==> src/rtl/sw_sched.sv <==
// rtl/sw_sched.sv - single-iteration iSLIP crossbar scheduler for the 4x4 switch
// Acks are the only lock state; connections hold until tail or MAXLEN timeout.
module sw_sched #(
  parameter int MAXLEN = 16
) (
  input  logic       clk,
  input  logic       rst,
  input  logic [3:0] req0,
  input  logic [3:0] req1,
  input  logic [3:0] req2,
  input  logic [3:0] req3,
  input  logic       tail0,
  input  logic       tail1,
  input  logic       tail2,
  input  logic       tail3,
  output logic [3:0] ack0,
  output logic [3:0] ack1,
  output logic [3:0] ack2,
  output logic [3:0] ack3,
  output logic [3:0] err
);

  localparam int CW = (MAXLEN > 2) ? $clog2(MAXLEN) : 1;

  logic [3:0]    req [4];
  logic [3:0]    tail;
  logic [3:0]    ack_q [4];
  logic [1:0]    gptr [4];
  logic [1:0]    aptr [4];
  logic [CW-1:0] cnt [4];

  logic [3:0] in_lock;
  logic [3:0] out_lock;
  logic [3:0] gnt [4];   // gnt[j][i]: output j grants input i
  logic [3:0] acc [4];   // acc[i][j]: input i accepts output j
  logic       hit;
  logic [1:0] idx;

  assign req[0] = req0;
  assign req[1] = req1;
  assign req[2] = req2;
  assign req[3] = req3;
  assign tail   = {tail3, tail2, tail1, tail0};
  assign ack0   = ack_q[0];
  assign ack1   = ack_q[1];
  assign ack2   = ack_q[2];
  assign ack3   = ack_q[3];

  always_comb begin
    in_lock  = '0;
    out_lock = '0;
    hit      = 1'b0;
    idx      = '0;
    for (int j = 0; j < 4; j++) gnt[j] = '0;
    for (int i = 0; i < 4; i++) acc[i] = '0;
    for (int i = 0; i < 4; i++) begin
      in_lock[i] = |ack_q[i];
      out_lock   = out_lock | ack_q[i];
    end
    // grant: round-robin over free requesting inputs, starting at gptr
    for (int j = 0; j < 4; j++) begin
      hit = 1'b0;
      for (int k = 0; k < 4; k++) begin
        idx = gptr[j] + 2'(k);
        if (!out_lock[j] && !hit && req[idx][j] && !in_lock[idx]) begin
          gnt[j][idx] = 1'b1;
          hit         = 1'b1;
        end
      end
    end
    // accept: round-robin over granting outputs, starting at aptr
    for (int i = 0; i < 4; i++) begin
      hit = 1'b0;
      for (int k = 0; k < 4; k++) begin
        idx = aptr[i] + 2'(k);
        if (!in_lock[i] && !hit && gnt[idx][i]) begin
          acc[i][idx] = 1'b1;
          hit         = 1'b1;
        end
      end
    end
  end

  always_ff @(posedge clk or negedge rst) begin
    if (!rst) begin
      err <= '0;
      for (int i = 0; i < 4; i++) begin
        ack_q[i] <= '0;
        gptr[i]  <= '0;
        aptr[i]  <= '0;
        cnt[i]   <= '0;
      end
    end else begin
      err <= '0;
      for (int i = 0; i < 4; i++) begin
        if (in_lock[i]) begin
          if (tail[i]) begin
            ack_q[i] <= '0;
            cnt[i]   <= '0;
          end else if (cnt[i] == CW'(MAXLEN - 1)) begin
            ack_q[i] <= '0;
            cnt[i]   <= '0;
            err[i]   <= 1'b1;
          end else begin
            cnt[i] <= cnt[i] + 1'b1;
          end
        end else begin
          ack_q[i] <= acc[i];
          cnt[i]   <= '0;
        end
        for (int j = 0; j < 4; j++) begin
          if (acc[i][j]) begin
            aptr[i] <= 2'(j + 1);
            gptr[j] <= 2'(i + 1);
          end
        end
      end
    end
  end

endmodule

==> config.mk <==
export PLATFORM = sky130hd
export DESIGN_NAME = sw_sched
export DESIGN_NICKNAME = d
export VERILOG_FILES = /design/src/rtl/sw_sched.sv
export SDC_FILE = /design/constraint.sdc
export NUM_CORES = 1
export LEC_CHECK = 0
export ABC_CLOCK_PERIOD_IN_PS = 7500
export BUFFER_PORTS_ARGS = -buffer_cell sky130_fd_sc_hd__buf_2
export CORE_ASPECT_RATIO = 0.9
export CORE_MARGIN = 2
export CORE_UTILIZATION = 60
export DETAILED_ROUTE_END_ITERATION = 10
export PLACE_DENSITY = 0.88
export SYNTH_ARGS = -nofsm -noshare
export SYNTH_HDL_FRONTEND = slang
export SYNTH_SLANG_ARGS = --single-unit
==> constraint.sdc <==
create_clock -name clk -period 7.5 [get_ports clk]
set_input_delay 1.5 -clock clk [delete_from_list [all_inputs] [get_ports clk]]
set_output_delay 1.5 -clock clk [all_outputs]
set_load 0.01 [all_outputs]
### Word level (Yosys, flattened, before mapping)

Cells that the tools add are included.

| cells by class | value |
|---|---|
| $add $sub $neg | 28 |
| order comparisons | 96 |
| equality and inequality tests | 8 |
| mux-type cells | 315 |
| bitwise operators | 59 |
| reductions and logical operators | 164 |

Operators by type and width:

| operator | count |
|---|---|
| two-way mux 4 bit | 72 |
| binary-select mux 4 bit (select 2 bit) | 32 |
| bitwise OR 4 bit | 27 |
| logical AND 1 bit | 104 |
| two-way mux 1 bit | 100 |
| greater-or-equal comparator 3 bit (second input constant) | 32 |
| less-than comparator 2 x 3 -> 1 bit (second input constant) | 32 |
| inverter 2 -> 3 bit | 32 |
| two-way mux 2 bit | 47 |
| demux 1 bit (select 2 bit) | 32 |
| greater-or-equal comparator 2 x 1 -> 1 bit (second input constant) | 32 |
| zero test 1 bit | 48 |
| two-way mux 3 bit | 16 |
| adder 2 bit (second input constant) | 16 |
| binary-select mux 1 bit (select 2 bit) | 16 |
| nonzero test 4 bit | 8 |
| adder 2 x 1 -> 2 bit (second input constant) | 8 |
| adder 4 x 1 -> 4 bit (second input constant) | 4 |
| equality test 4 bit (second input constant) | 4 |
| OR reduction 4 bit | 4 |
| inequality test 3 x 2 -> 1 bit (second input constant) | 4 |

| word-level totals | value |
|---|---|
| register bits after elaboration | 52 |
| logic and storage cells | 687 |

### Depth between registers and ports, before layout

| depth | value |
|---|---|
| depth after elaboration | 43 |
| gate-level depth with buffers | 16 |
| mapped depth without buffers | 14 |

### Least setup slack after synthesis

Ideal clock, no wire load.

| path | value |
|---|---|
| path kind | input -> register |
| start | input port req2[0] |
| end | register aptr[1] (netlist bit) |
| arrival time | 4,261 ps |
| slack | 3,157 ps |
| stages on the path | 11 |
| buffers on the path | 0 |
| cell sequence | nor2b_1 -> a221o_1 -> a2111o_1 -> a22o_1 -> a31o_2 -> mux4_2 -> a31o_2 -> a221oi_1 -> nand2b_1 -> nand2_1 -> a31oi_1 |

| on the way | value |
|---|---|
| longest elaborated chain between the ends | 41 |

RTL lines:

| item | line | text |
|---|---|---|
| from (decl) | 10 | `input logic [3:0] req2,` |
| binary-select mux 4 bit (select 2 bit) | 65 | `if (!out_lock[j] && !hit && req[idx][j] && !in_lock[idx]) begin` |
| two-way mux 1 bit (implied by the code) (2 in a row) | 65 |  |
| logical AND 1 bit (2 in a row) | 65 |  |
| two-way mux 1 bit | 65 |  |
| zero test 1 bit | 65 |  |
| logical AND 1 bit (3 in a row) | 65 |  |
| two-way mux 1 bit | 65 |  |
| zero test 1 bit | 65 |  |
| (+17 left out) | - |  |
| two-way mux 1 bit | 76 | `if (!in_lock[i] && !hit && gnt[idx][i]) begin` |
| zero test 1 bit | 76 |  |
| logical AND 1 bit (2 in a row) | 76 |  |
| two-way mux 1 bit | 76 |  |
| zero test 1 bit | 76 |  |
| logical AND 1 bit (2 in a row) | 76 |  |
| two-way mux 4 bit * | 76 |  |
| two-way mux 2 bit (3 in a row) | 112 | `if (acc[i][j]) begin` |
| to (signal, indexed assignment) | 113 | `aptr[i] <= 2'(j + 1);` |
| to (decl) | 29 | `logic [1:0] aptr [4];` |

Every way passes the cells marked *; elsewhere a longest branch is shown, timed or not. The select of a mux whose other input is x is not followed.
A chain may end at the register's enable or synchronous reset.

### Worst setup path after layout

| path | value |
|---|---|
| start | register ack_q (netlist bit ack3[1]) |
| end | register aptr[0] (netlist bit) |

| on the way | value |
|---|---|
| longest elaborated chain between the ends | 41 |

RTL lines:

| item | line | text |
|---|---|---|
| from (decl) | 27 | `logic [3:0] ack_q [4];` |
| from (signal, indexed assignment) | 108 | `ack_q[i] <= acc[i];` |
| OR reduction 4 bit | 57 | `in_lock[i] = \|ack_q[i];` |
| binary-select mux 1 bit (select 2 bit) | 65 |  |
| two-way mux 1 bit (implied by the code) | 65 |  |
| zero test 1 bit | 65 |  |
| logical AND 1 bit | 65 |  |
| two-way mux 1 bit | 65 |  |
| zero test 1 bit | 65 |  |
| logical AND 1 bit (3 in a row) | 65 |  |
| (+19 left out) | - |  |
| two-way mux 1 bit | 76 |  |
| zero test 1 bit | 76 |  |
| logical AND 1 bit (2 in a row) | 76 |  |
| two-way mux 1 bit | 76 |  |
| zero test 1 bit | 76 |  |
| logical AND 1 bit (2 in a row) | 76 |  |
| two-way mux 4 bit * | 76 |  |
| two-way mux 2 bit (3 in a row) | 112 |  |

Marks and branches as above.

==> impl_results.md <==
- Top cell type's share of synthesized area: 23.0%
- Initial antenna violation count: 0
- Most used DFF post-synth: dfrtp_1
- Drt drc: 0
- Commonest non-fill, non-tap cell in the layout: nand2_1
- Post-synthesis xor/xnor area fraction: 1.24%
- Critical Path RT: 7.65 ns
- Met3 usage: 3.11%
- Compound-Gate Fraction of Synth Area: 31.4%
- Syn_area_per_cell: 8.39 µm²
- CTS Buffer Depth: 2
- Nature of the critical path startpoint: register
- GRT busiest layer: met2
- Worst-Margin Slew: 1.20 ns
- Die area: 10200 µm²
- Setup Buffers After CTS: 0
- Met1 Resource Use GR: 42.4%
- N_diodes: 0
- H-tree level count: 2
- Final Skew: 0.0134 ns
- Synth cell types: 76
- Max Cap Viol: 0
- Core area: 9130 µm²
- Tcrit/Tclk final: 66.1%
- Antenna-violating nets left: 0
- # hold bufs at CTS: 0
- Post-DP HPWL: 11900 µm
- Final setup vio count: 0
- GRT overflow: 0
- Synth Instances: 673
- Grt met2 use: 53.2%
- DRT Pass-1 Iters: 5
- Fmax: 202 MHz
- Synthesis Warnings: 0
- # fillers: 735
- Max_slew headroom: 19.0%
- Final nets: 780
- Post-layout minimum cycle time: 4.95 ns
- Hold Vio Cnt, Final: 0
- Final Non-Filler Cells: 827
- Synth area leader: dfrtp_1
- CP max FO: 24
- Syn_nets: 749
- Arr. time, crit path: 5.11 ns
- Most frequent cells in the layout: nand2_1, ha_1, dfrtp_1
- Clock-pin slew on the worst setup and hold paths: 0.09 ns
- Pins Over Slew Limit: 0
- Starting Density: 61.9%
- Min Hold Slack: 0.467 ns
- Largest net degree at the start of global routing: 53
- Simple logic cell fraction of the synthesized area: 22.1%
- Die Ht: 96.0 µm
- Layout cells sized above 1: 14.0%
- Synth Area in Adders: 12.0%
- CTS tree: yes
- Starting DRT DRC Count: 623
- Placer's final routability congestion estimate: 0.931
- Vias post-DR: 5685
- RSZ-0062 raised after global routing: false
- Vias per cell: 6.87
- Total track usage: 31.5%
- PortBufs: 41
- First-pass GRT wire length: 25600 µm
- Post-synth EDFFs: 0
- HP Class: reg -> reg
- CP Class: reg -> reg
- Resize count post-CTS: 0
- Drt total wl: 15900 µm
- Die width: 106 µm
- Synth-to-Final Area Change: 7.69%
- Clock Latency Late Sink: 0.32 ns
- Outcome: complete, no violations
- Worst Setup End Kind: register
- Top cells by area, synth: dfrtp_1, ha_1, nand2_1
- Fraction of registers with async set/reset: 100%
- Root Buffer Master: clkbuf_8
- Wire per inst: 19.2 µm
- Largest family of logic cells by synthesized area: compound AO/OA/AOI/OAI gates
- Final TNS setup: 0 ns
- Cell Rows: 33
- Synth Register Bits: 52
- Clock tree sinks: 52
- Vias in the first global route: 5209
- Post-Place Cells: 819
- Cts bufs inserted: 5
- Sequential area share after synthesis: 23.0%
- Post-synthesis mux area share: 5.41%
- Ports: 42
- Mapped cell area: 5650 µm²
Yosys cell counts, drive strengths merged, types with 7 or more instances:
master / number
o211ai: 8
and2: 18
o21a: 8
a221o: 8
a21oi: 23
mux4: 8
or2: 7
nand2: 66
inv: 47
xnor2: 7
a221oi: 9
o221a: 10
nand3: 28
a22oi: 9
a21boi: 7
nor2b: 13
o21ai: 29
o2111ai: 10
o221ai: 11
nor2: 31
nor4: 12
a31oi: 9
a211oi: 10
a22o: 7
and3: 9
a21o: 10
dfrtp: 52
ha: 54
clkbuf: 18
o22ai: 10
nor3: 23
mux2i: 8
nand2b: 16
per-layer routing:
layer,vias to the layer above,wire (µm)
met5,-,0
met4,0,358
met3,35,1460
met2,283,7400
met1,2733,6690
li1,2634,-
state kept, by name, indices dropped and copies added (netlist names):
signal and cells:
aptr 8, ack3 4, err 4, cnt 16
gptr 8, ack1 4, ack0 4, ack2 4
stage by stage:
step / area (µm²) / utilization (%) / worst slack, ns
after global placement: 5970 / 65.4 / 2.74
final: 6080 / 66.6 / 2.55
after global routing: 6080 / 66.6 / 2.30
after detailed placement: 5970 / 65.4 / 2.53
after floorplan: 5650 / - / 3.16
after CTS: 6080 / 66.6 / 2.60
path summary, 6_finish.rpt:
path,start,to,slack [ns],cells past startpoint
hold / removal,cnt[4],cnt[4],0.47,1
setup reg to reg,ack3[1],aptr[0],2.55,12
hold reg to reg,cnt[4],cnt[4],0.47,1
setup / recovery,ack3[1],aptr[0],2.55,12
min in group asynchronous,rst,ack2[0],1.28,2
max in group asynchronous,rst,gptr[2],5.75,2
final cells by class:
cell class                 instances  area, µm²  share of cell area (%)
timing repair buffer              47        250                    4.12
multi-input combinational        550       4080                    67.2
inverter                          48        180                    2.96
tap                              122        153                    2.51
sequential                        52       1300                    21.4
clock buffer                       6       72.6                    1.19
clock inverter                     2       38.8                   0.638
logic make-up (layout without fill, tap and decap cells):
family	after synthesis	in the layout
adder cells (fa/ha/maj)	54	54
multiplexers	20	20
AND/OR/NAND/NOR	241	241
flip-flops	52	52
buffers and inverters	71	103
XOR/XNOR	8	8
AO/OA/AOI/OAI	227	227
worst max-delay path: stages, from the launching register on:
cell	delay, ns
dfrtp_1	0.45
or4_1	0.99
o221a_2	0.46
nor2_1	0.26
mux2_2	0.38
a221oi_1	0.73
mux2_2	0.30
mux2i_1	0.18
a211oi_2	0.35
nand2_1	0.12
a41o_1	0.30
a21boi_0	0.21
a211oi_1	0.06
Power is not shown: default switching activity piles up to over one toggle a cycle in this logic, so the estimate is an artifact.
